[src/rtl/fractcam_match_encoder.sv]
// Consumer side of the fractcam match interface: tracks issued keys, captures the match
// vector after the array latency and reduces it to the lowest matching entry index.
module fractcam_match_encoder #(
    parameter int TCAM_DEPTH    = 1024,
    parameter int MATCH_LATENCY = 2,
    parameter int SEG_WIDTH     = 32,
    parameter int FIFO_DEPTH    = 8,
    localparam int ADDR_WIDTH   = ($clog2(TCAM_DEPTH) > 1) ? $clog2(TCAM_DEPTH) : 1
) (
    input  logic                  clk,
    input  logic                  rst,
    input  logic                  search_valid,
    output logic                  search_ready,
    input  logic [TCAM_DEPTH-1:0] match,
    output logic                  m_valid,
    input  logic                  m_ready,
    output logic [ADDR_WIDTH-1:0] m_addr,
    output logic                  m_hit,
    output logic                  m_multi
);
    localparam int N_SEG     = TCAM_DEPTH / SEG_WIDTH;
    localparam int SEG_OFF_W = ($clog2(SEG_WIDTH) > 1) ? $clog2(SEG_WIDTH) : 1;
    localparam int SEG_IDX_W = ($clog2(N_SEG) > 1) ? $clog2(N_SEG) : 1;
    localparam int SEG_SHIFT = $clog2(SEG_WIDTH);
    localparam int PTR_W     = ($clog2(FIFO_DEPTH) > 1) ? $clog2(FIFO_DEPTH) : 1;
    localparam int CNT_W     = $clog2(FIFO_DEPTH + 1);
    localparam int RES_W     = ADDR_WIDTH + 2;

    if (TCAM_DEPTH % SEG_WIDTH != 0) begin : g_bad_seg
        $error("TCAM_DEPTH must be a multiple of SEG_WIDTH");
    end
    if (MATCH_LATENCY < 1) begin : g_bad_lat
        $error("MATCH_LATENCY must be at least 1");
    end
    if (FIFO_DEPTH < 4) begin : g_bad_fifo
        $error("FIFO_DEPTH must be at least 4");
    end

    // Credits: one per result slot; the array cannot stall, so keys are throttled here.
    logic [CNT_W-1:0] outstanding_q, outstanding_d;
    logic             accept;
    logic             pop;

    assign search_ready = (outstanding_q < CNT_W'(FIFO_DEPTH)) && !rst;
    assign accept       = search_valid && search_ready;
    assign pop          = m_valid && m_ready;

    always_comb begin
        outstanding_d = outstanding_q;
        if (accept && !pop) begin
            outstanding_d = outstanding_q + CNT_W'(1);
        end else if (pop && !accept) begin
            outstanding_d = outstanding_q - CNT_W'(1);
        end
    end

    logic [MATCH_LATENCY-1:0] tag_q, tag_d;

    always_comb begin
        tag_d    = tag_q << 1;
        tag_d[0] = accept;
    end

    logic                  cap_valid_q;
    logic [TCAM_DEPTH-1:0] cap_q;

    // Stage 1: per-segment hit, lowest offset and multiple-hit flags.
    logic [N_SEG-1:0]     seg_hit_d, seg_hit_q;
    logic [N_SEG-1:0]     seg_multi_d, seg_multi_q;
    logic [SEG_OFF_W-1:0] seg_off_d [N_SEG];
    logic [SEG_OFF_W-1:0] seg_off_q [N_SEG];
    logic [SEG_WIDTH-1:0] seg_v;
    logic                 s1_valid_q;

    always_comb begin
        seg_v       = '0;
        seg_hit_d   = '0;
        seg_multi_d = '0;
        for (int s = 0; s < N_SEG; s++) begin
            seg_off_d[s]   = '0;
            seg_v          = cap_q[s*SEG_WIDTH +: SEG_WIDTH];
            seg_hit_d[s]   = |seg_v;
            seg_multi_d[s] = |(seg_v & (seg_v - SEG_WIDTH'(1)));
            for (int b = SEG_WIDTH - 1; b >= 0; b--) begin
                if (seg_v[b]) begin
                    seg_off_d[s] = SEG_OFF_W'(b);
                end
            end
        end
    end

    // Stage 2: lowest hitting segment wins; any hit above it makes the result multi.
    logic [SEG_IDX_W-1:0]  sel_seg;
    logic                  s2_hit;
    logic                  s2_multi;
    logic [ADDR_WIDTH-1:0] s2_addr;

    always_comb begin
        sel_seg  = '0;
        s2_hit   = 1'b0;
        s2_multi = 1'b0;
        for (int s = N_SEG - 1; s >= 0; s--) begin
            if (seg_hit_q[s]) begin
                s2_multi = seg_multi_q[s] || s2_hit;
                s2_hit   = 1'b1;
                sel_seg  = SEG_IDX_W'(s);
            end
        end
        s2_addr = s2_hit ? ((ADDR_WIDTH'(sel_seg) << SEG_SHIFT) | ADDR_WIDTH'(seg_off_q[sel_seg]))
                         : '0;
    end

    logic [RES_W-1:0] fifo_mem [FIFO_DEPTH];
    logic [PTR_W-1:0] wr_ptr_q, rd_ptr_q;
    logic [CNT_W-1:0] fifo_cnt_q, fifo_cnt_d;
    logic             fifo_wr;
    logic             fifo_rd;
    logic             m_valid_q;
    logic             m_hit_q;
    logic             m_multi_q;
    logic [ADDR_WIDTH-1:0] m_addr_q;

    assign fifo_wr = s1_valid_q;
    assign fifo_rd = (fifo_cnt_q != '0) && (!m_valid_q || m_ready);

    always_comb begin
        fifo_cnt_d = fifo_cnt_q;
        if (fifo_wr && !fifo_rd) begin
            fifo_cnt_d = fifo_cnt_q + CNT_W'(1);
        end else if (fifo_rd && !fifo_wr) begin
            fifo_cnt_d = fifo_cnt_q - CNT_W'(1);
        end
    end

    always_ff @(posedge clk) begin
        if (rst) begin
            outstanding_q <= '0;
            tag_q         <= '0;
            cap_valid_q   <= 1'b0;
            s1_valid_q    <= 1'b0;
            wr_ptr_q      <= '0;
            rd_ptr_q      <= '0;
            fifo_cnt_q    <= '0;
            m_valid_q     <= 1'b0;
            m_hit_q       <= 1'b0;
            m_multi_q     <= 1'b0;
            m_addr_q      <= '0;
        end else begin
            outstanding_q <= outstanding_d;
            tag_q         <= tag_d;
            cap_valid_q   <= tag_q[MATCH_LATENCY-1];
            s1_valid_q    <= cap_valid_q;
            fifo_cnt_q    <= fifo_cnt_d;
            if (fifo_wr) begin
                wr_ptr_q <= wr_ptr_q + PTR_W'(1);
            end
            if (fifo_rd) begin
                rd_ptr_q                         <= rd_ptr_q + PTR_W'(1);
                m_valid_q                        <= 1'b1;
                {m_hit_q, m_multi_q, m_addr_q}   <= fifo_mem[rd_ptr_q];
            end else if (pop) begin
                m_valid_q <= 1'b0;
            end
        end
    end

    // Datapath registers carry no reset; their valids qualify them.
    always_ff @(posedge clk) begin
        if (tag_q[MATCH_LATENCY-1]) begin
            cap_q <= match;
        end
        if (cap_valid_q) begin
            seg_hit_q   <= seg_hit_d;
            seg_multi_q <= seg_multi_d;
            seg_off_q   <= seg_off_d;
        end
        if (fifo_wr) begin
            fifo_mem[wr_ptr_q] <= {s2_hit, s2_multi, s2_addr};
        end
    end

    always_ff @(posedge clk) begin
        if (!rst && fifo_wr && !fifo_rd) begin
            assert (fifo_cnt_q != CNT_W'(FIFO_DEPTH))
            else $error("result FIFO written while full");
        end
    end

    assign m_valid = m_valid_q;
    assign m_hit   = m_hit_q;
    assign m_multi = m_multi_q;
    assign m_addr  = m_addr_q;

endmodule
[config.mk]
export PLATFORM = sky130hd
export DESIGN_NAME = fractcam_match_encoder
export DESIGN_NICKNAME = d
export VERILOG_FILES = /design/src/rtl/fractcam_match_encoder.sv
export SDC_FILE = /design/constraint.sdc
export NUM_CORES = 2
export LEC_CHECK = 0
export CAP_MARGIN = 25
export CORE_AREA = 2 2 407 409
export CTS_BUF_LIST = sky130_fd_sc_hd__clkbuf_4 sky130_fd_sc_hd__clkbuf_8 sky130_fd_sc_hd__clkbuf_16
export DETAILED_ROUTE_END_ITERATION = 10
export DIE_AREA = 0 0 409 411
export DONT_BUFFER_PORTS = 1
export PLACE_DENSITY_LB_ADDON = 0.1
export SKIP_LAST_GASP = 1
export SYNTH_ARGS = -nofsm -noshare
export SYNTH_HDL_FRONTEND = slang
export SYNTH_SLANG_ARGS = --single-unit
[constraint.sdc]
create_clock -name clk -period 23.6 [get_ports clk]
set_input_delay 4.72 -clock clk [delete_from_list [all_inputs] [get_ports clk]]
set_output_delay 4.72 -clock clk [all_outputs]
set_load 0.01 [all_outputs]
; ---- Word level (Yosys, flattened, before mapping)
; Memories as Yosys holds them, arrays and structs flattened. A register that Yosys moved wholly into a read port is not among the register bits.
; Cells that the tools add are included.
[totals]
mem_bits_rw = 96
in_bits = 1028
mem_count = 1
out_inout_bits = 14
register_bits = 1267
latch_bits = 0
mem_bits_ro = 0
[op_classes]
n_bitwise = 34
shift = 0
n_div = 0
n_eq_ne = 0
add_sub_neg = 38
n_mux = 1100
multipliers = 0
magnitude_cmp = 2
n_reduce_logical = 242
[memory_table]
columns = name, depth, width, read_ports, rd_ports_with_merged_regs, write_ports, line_no
row1 = fifo_mem, 8, 12, 1, 1, 1, 113  ; logic [RES_W-1:0] fifo_mem [FIFO_DEPTH];
[ops]
columns = operator, n
row1 = two-way mux 5 bit, 546
row2 = OR reduction 32 bit, 64
row3 = two-way mux 4 bit, 260
row4 = AND 32 bit, 32
row5 = subtractor 32 x 1 -> 32 bit (second input constant), 32
row6 = OR reduction 16 bit, 32
row7 = two-way mux 3 bit, 128
row8 = OR reduction 8 bit, 32
row9 = two-way mux 2 bit, 64
row10 = OR reduction 4 bit, 32
row11 = two-way mux 1 bit, 100
row12 = OR reduction 2 bit, 32
row13 = logical OR 1 bit, 32
row14 = binary-select mux 5 bit (select 5 bit), 1
row15 = two-way mux 10 bit, 1
row16 = bitwise OR 10 x 5 -> 10 bit, 1
row17 = adder 4 x 1 -> 4 bit (second input constant), 2
row18 = logical AND 1 bit, 8
row19 = subtractor 4 x 1 -> 4 bit (second input constant), 2
row20 = adder 3 x 1 -> 3 bit (second input constant), 2
row21 = >= comparator 6 bit (second input constant), 1
row22 = zero test 1 bit, 6
row23 = NOT 5 -> 6 bit, 1
row24 = nonzero test 2 bit, 3
row25 = 2 further kinds, 2

; ---- Depth between registers and ports, before layout
[logic_depth]
depth_word = 38
depth_mapped = 15
ltp_nobuf = 11

; ---- Least setup slack after synthesis
; No wires, ideal clock.
[synth_path]
path_type = register to register
from = register tag_q[1]
to = register cap_q[0] (enable)
required_time_ps = 22097
n_path_buf = 0
path_slack_ps = -660
setup_time_ps = 1503
stages_incl_launch_ff = 1
arrival_time_ps = 22756
path_cell_list = dfxtp_1
[synth_lines]
columns = item, line_no
row1 = from (decl), 57  ; logic [MATCH_LATENCY-1:0] tag_q, tag_d;
row2 = from (signal assigned), 150  ; tag_q <= tag_d;
row3 = to (signal assigned), 170  ; cap_q <= match;
row4 = to (decl), 65  ; logic [TCAM_DEPTH-1:0] cap_q;
; No word-level cell between the ends.

; ---- Final worst setup path
[layout_path]
from = input rst
to = output search_ready
[layout_via]
elab_chain_len = 2
[layout_rtl]
columns = item, line_no
row1 = from (decl), 11  ; input logic rst,
row2 = zero test 1 bit, n/a
row3 = logical AND 1 bit, 44  ; assign search_ready = (outstanding_q < CNT_W'(FIFO_DEPTH)) && !rst;
row4 = to (decl), 13  ; output logic search_ready,
; No other way between the ends.

==> flow_metrics.py <==
metrics = {
    "outcome": {
        "outcome": "completed",
    },
    "pwr": {
        "comb_pwr_share_pct": 7.2,
        "internal_power_mw": 4.410,
        "switchingPower_mw": 1.430,
        "totalPowerFinal_mw": 5.840,
        "power_frac_seq_pct": 52.0,
        "leakage_nw": 21.95,
        "sw_frac_of_total_pct": 24.48,
        "peakVddDrop_uv": 74.32,
        "power.density_nw_per_um2": 79.61,
        "clockPowerShare_pct": 40.8,
    },
    "synth": {
        "synth-seq-cells": 1375,
        "asyncSetResetFlopFracSynth_pct": 0,
        "synthMostInstantiatedCell": "sky130_fd_sc_hd__edfxtp_1",
        "synth.lib_cells_used.distinct": 83,
        "synth_area_per_cell_um2": 11.56,
        "syn-instance-count": 5657,
        "synth_enable_flop_cells": 1344,
        "synth_seq_area_share_pct": 62.64,
        "syn-num-nets": 6695,
        "synth.cell_area_um2": 65420,
        "flip_flop_cell_with_the_highest_count_after_synthesis": "sky130_fd_sc_hd__edfxtp_1",
        "post_synth_most_frequent_cells": "sky130_fd_sc_hd__edfxtp_1 (1,344), sky130_fd_sc_hd__nor2_1 (770), sky130_fd_sc_hd__a21oi_1 (406)",
        "synth.top_cells.by_area": "sky130_fd_sc_hd__edfxtp_1 (62%), sky130_fd_sc_hd__nor2_1 (4.4%), sky130_fd_sc_hd__a21oi_1 (3.1%)",
        "synth_top_cell_area_share_pct": 61.69,
        "netlist.top_cell.by_area": "sky130_fd_sc_hd__edfxtp_1",
        "synthesis.yosys.warnings": 0,
    },
    "place": {
        "placed_instances": 7797,
        "final_hpwl_from_detailed_placement_mm": 168.8,
        "dpl-instance-area_um2": 68150,
        "gpl.final_weighted_congestion": 0.9313,
        "numPortBuffers": 0,
        "post-place-ws_ns": 13.94,
    },
    "grt": {
        "overflow": 0,
        "global_route.usage.total_pct": 25.13,
        "grt_antenna_before_repair": 189,
        "grt_first_pass_wirelength_mm": 310.9,
        "grt_pass1_vias": 45230,
        "grt_start_max_net_pins": 79,
    },
    "drt": {
        "dr.first_iter.drc_count": 4440,
        "vias": 48830,
        "totalWireLength_mm": 219.4,
        "route.detailed.wl_per_inst_um": 26.89,
        "ant_nets": 0,
        "drt-pass1-iter-count": 6,
        "vias_per_cell": 5.983,
        "drc": 0,
    },
    "cells_and_area": {
        "flow.area_growth_from_synthesis_pct": 12.12,
        "finish.net_count": 6801,
        "footprint_of_the_multi_input_gates_um2": 23220,
        "final_cell_area_um2": 73350,
        "seq_area_um2": 40990,
        "fin_cells": 8161,
        "final_layout_size_suffix_gt1_share_pct": 6.376,
        "num-fill-cells": 15020,
        "utilization_pct": 44.76,
    },
    "cts": {
        "worstSkewPairLatency_ns": 0.80,
        "cts-root-buf": "sky130_fd_sc_hd__clkbuf_16",
        "cts_htree_levels": 4,
        "postCtsHoldBufs": 0,
        "cts.sinks": 1375,
        "tritoncts": "yes",
        "postcts_resize_cnt": 0,
        "clockBufferDepth": 3,
        "cts_setup_buffers": 0,
        "number_of_clock_buffers_inserted_by_tritoncts": 153,
        "cts.reportedPaths.clkPinSlew_ns": 0.06,
    },
    "setup_path": {
        "critical_path.cell_chain": "nor2_1",
        "timing.critical_path.from_type": "input port",
        "arrival_time_of_the_worst_setup_path_ns": 4.94,
        "critPathMaxFanout": 31,
        "cp_max_stage_delay_ns": 0.22,
        "regToRegEndpoint": "fifo_mem[2][4]",
        "ff2ff_setup_slack_ns": 17.65,
        "critPathTopFamily": "simple AND/OR/NAND/NOR gates",
        "ff2ff_path_depth": 12,
        "cp_slowest_cell": "sky130_fd_sc_hd__nor2_1",
        "timing.critical_path.buf_inv": 0,
        "timing.rr.start": "seg_hit_q[25]",
        "worst-setup-path-type": "input port to primary output",
        "worst-endpoint-required_ns": 18.88,
        "endpoint_kind": "primary output",
    },
    "floorplanning": {
        "rows": 149,
        "dieWidth_um": 409,
        "count_of_boundary_i_o_pins": 1042,
        "fp.dieArea_um2": 168100,
        "height_of_the_chip_um": 411,
        "initial_standard_cell_utilization_of_the_core_pct": 39.92,
        "fp.coreArea_um2": 163900,
    },
    "hold_path": {
        "min-delay-start": "tag_q[0]",
        "worstHoldPathType": "flip-flop to flip-flop",
        "worst_hold_path.num_cells": 1,
        "destination_of_the_worst_hold_path": "tag_q[1]",
    },
    "sta": {
        "final_period_minus_worst_setup_slack_ns": 9.658,
        "worst_slack_ns": 13.94,
        "timing.final.crit_share_pct": 40.92,
        "worst_slew_pin_slew_ns": 1.081,
        "maxClockFrequency_ghz": 0.1035,
        "number_of_failing_hold_endpoints_at_the_final_stage": 0,
        "worst_clock_skew_ns": 0.02585,
        "setup_viol": 0,
        "worst_hold_slack_across_all_endpoints_ns": 0.4325,
        "rsz_0062_raised_after_global_routing": "no",
        "timing.max_slew.rel_slack_pct": 27.01,
        "maxSlewViolCount": 0,
        "final.setup.tns_ns": 0,
    },
    "job": {
        "maxCapViolCount": 0,
    },
}
==> layer usage <==
metal	GRT usage, %	vias to the layer above	routed length [um]
met5	0	-	640
met4	9.142	104	6736
met3	6.732	488	15850
met2	41.28	1833	106300
met1	31.88	23640	89890
li1	-	22760	-
==> registers in the layout (all words and copies together) (netlist names), 2 cells and up <==
name / cells
cap_q: 1024
fifo_cnt_q: 4
fifo_mem: 96
m_addr: 10
outstanding_q: 4
rd_ptr_q: 3
seg_hit_q: 32
seg_multi_q: 32
seg_off_q: 160
tag_q: 2
wr_ptr_q: 3
==> worst max-delay path by stage <==
stage | startpoint | end | slack (ns) | cells after the start
global placement | rst | search_ready | 13.94 | 1
finish | rst | search_ready | 13.94 | 1
global route | rst | search_ready | 13.92 | 1
floorplan | tag_q[1] | cap_q[0] | 10.45 | 0
CTS | rst | search_ready | 13.94 | 1
detailed placement | rst | search_ready | 13.94 | 1
==> cells by family (layout without fill, tap and decap cells) <==
kind of cell	after synthesis	count (layout)	synth area share, %
and+or+nand+nor	2143	2143	15.85
buffers and inverters	330	554	1.895
muxes	65	65	1.457
AOI/OAI and AO/OA	1651	1651	16.70
other	0	91	0
xor gates and xnor gates	10	10	0.1339
DFF	1375	1375	62.64
adders and majority gates	83	83	1.331
==> power groups by stage <==
| stage | clock network (mW) | logic, mW | registers (mW) |
|---|---|---|---|
| 5_1_grt | 2.54 | 0.469 | 3.06 |
| 3_5_place_dp | 0 | 0.420 | 3.08 |
| 6_report | 2.38 | 0.418 | 3.04 |
| 4_1_cts | 2.45 | 0.422 | 3.03 |
| 2_1_floorplan | 0 | 0.279 | 3.14 |
| 3_3_place_gp | 0 | 0.417 | 3.08 |
==> cell type report <==
class / count / share of cell area (%)
sequential: 1375 / 55.88
multi-input combinational: 3952 / 31.66
clock buffer: 182 / 5.683
tap: 2189 / 3.734
inverter: 246 / 1.261
clock inverter: 91 / 1.104
timing repair buffer: 35 / 0.3753
antenna: 91 / 0.3104
==> placed cells by master, fill, tap and decap left out, types with 56 or more instances in the layout <==
| cell type | count |
|---|---|
| sky130_fd_sc_hd__nand2_1 | 323 |
| sky130_fd_sc_hd__o21a_1 | 56 |
| sky130_fd_sc_hd__nand3_1 | 99 |
| sky130_fd_sc_hd__nand2b_1 | 60 |
| sky130_fd_sc_hd__edfxtp_1 | 1344 |
| sky130_fd_sc_hd__or3_1 | 83 |
| sky130_fd_sc_hd__clkbuf_16 | 160 |
| sky130_fd_sc_hd__o22ai_1 | 102 |
| sky130_fd_sc_hd__a31oi_1 | 62 |
| sky130_fd_sc_hd__nor2_1 | 770 |
| sky130_fd_sc_hd__or4_1 | 70 |
| sky130_fd_sc_hd__a211oi_1 | 142 |
| sky130_fd_sc_hd__nor4_1 | 169 |
| sky130_fd_sc_hd__nor3_1 | 318 |
| sky130_fd_sc_hd__o32ai_1 | 64 |
| sky130_fd_sc_hd__maj3_1 | 73 |
| sky130_fd_sc_hd__a21oi_1 | 406 |
| sky130_fd_sc_hd__o31ai_1 | 135 |
| sky130_fd_sc_hd__inv_1 | 244 |
| sky130_fd_sc_hd__diode_2 | 91 |
| sky130_fd_sc_hd__o21ai_0 | 300 |
Power figures use the tool's default switching activity.
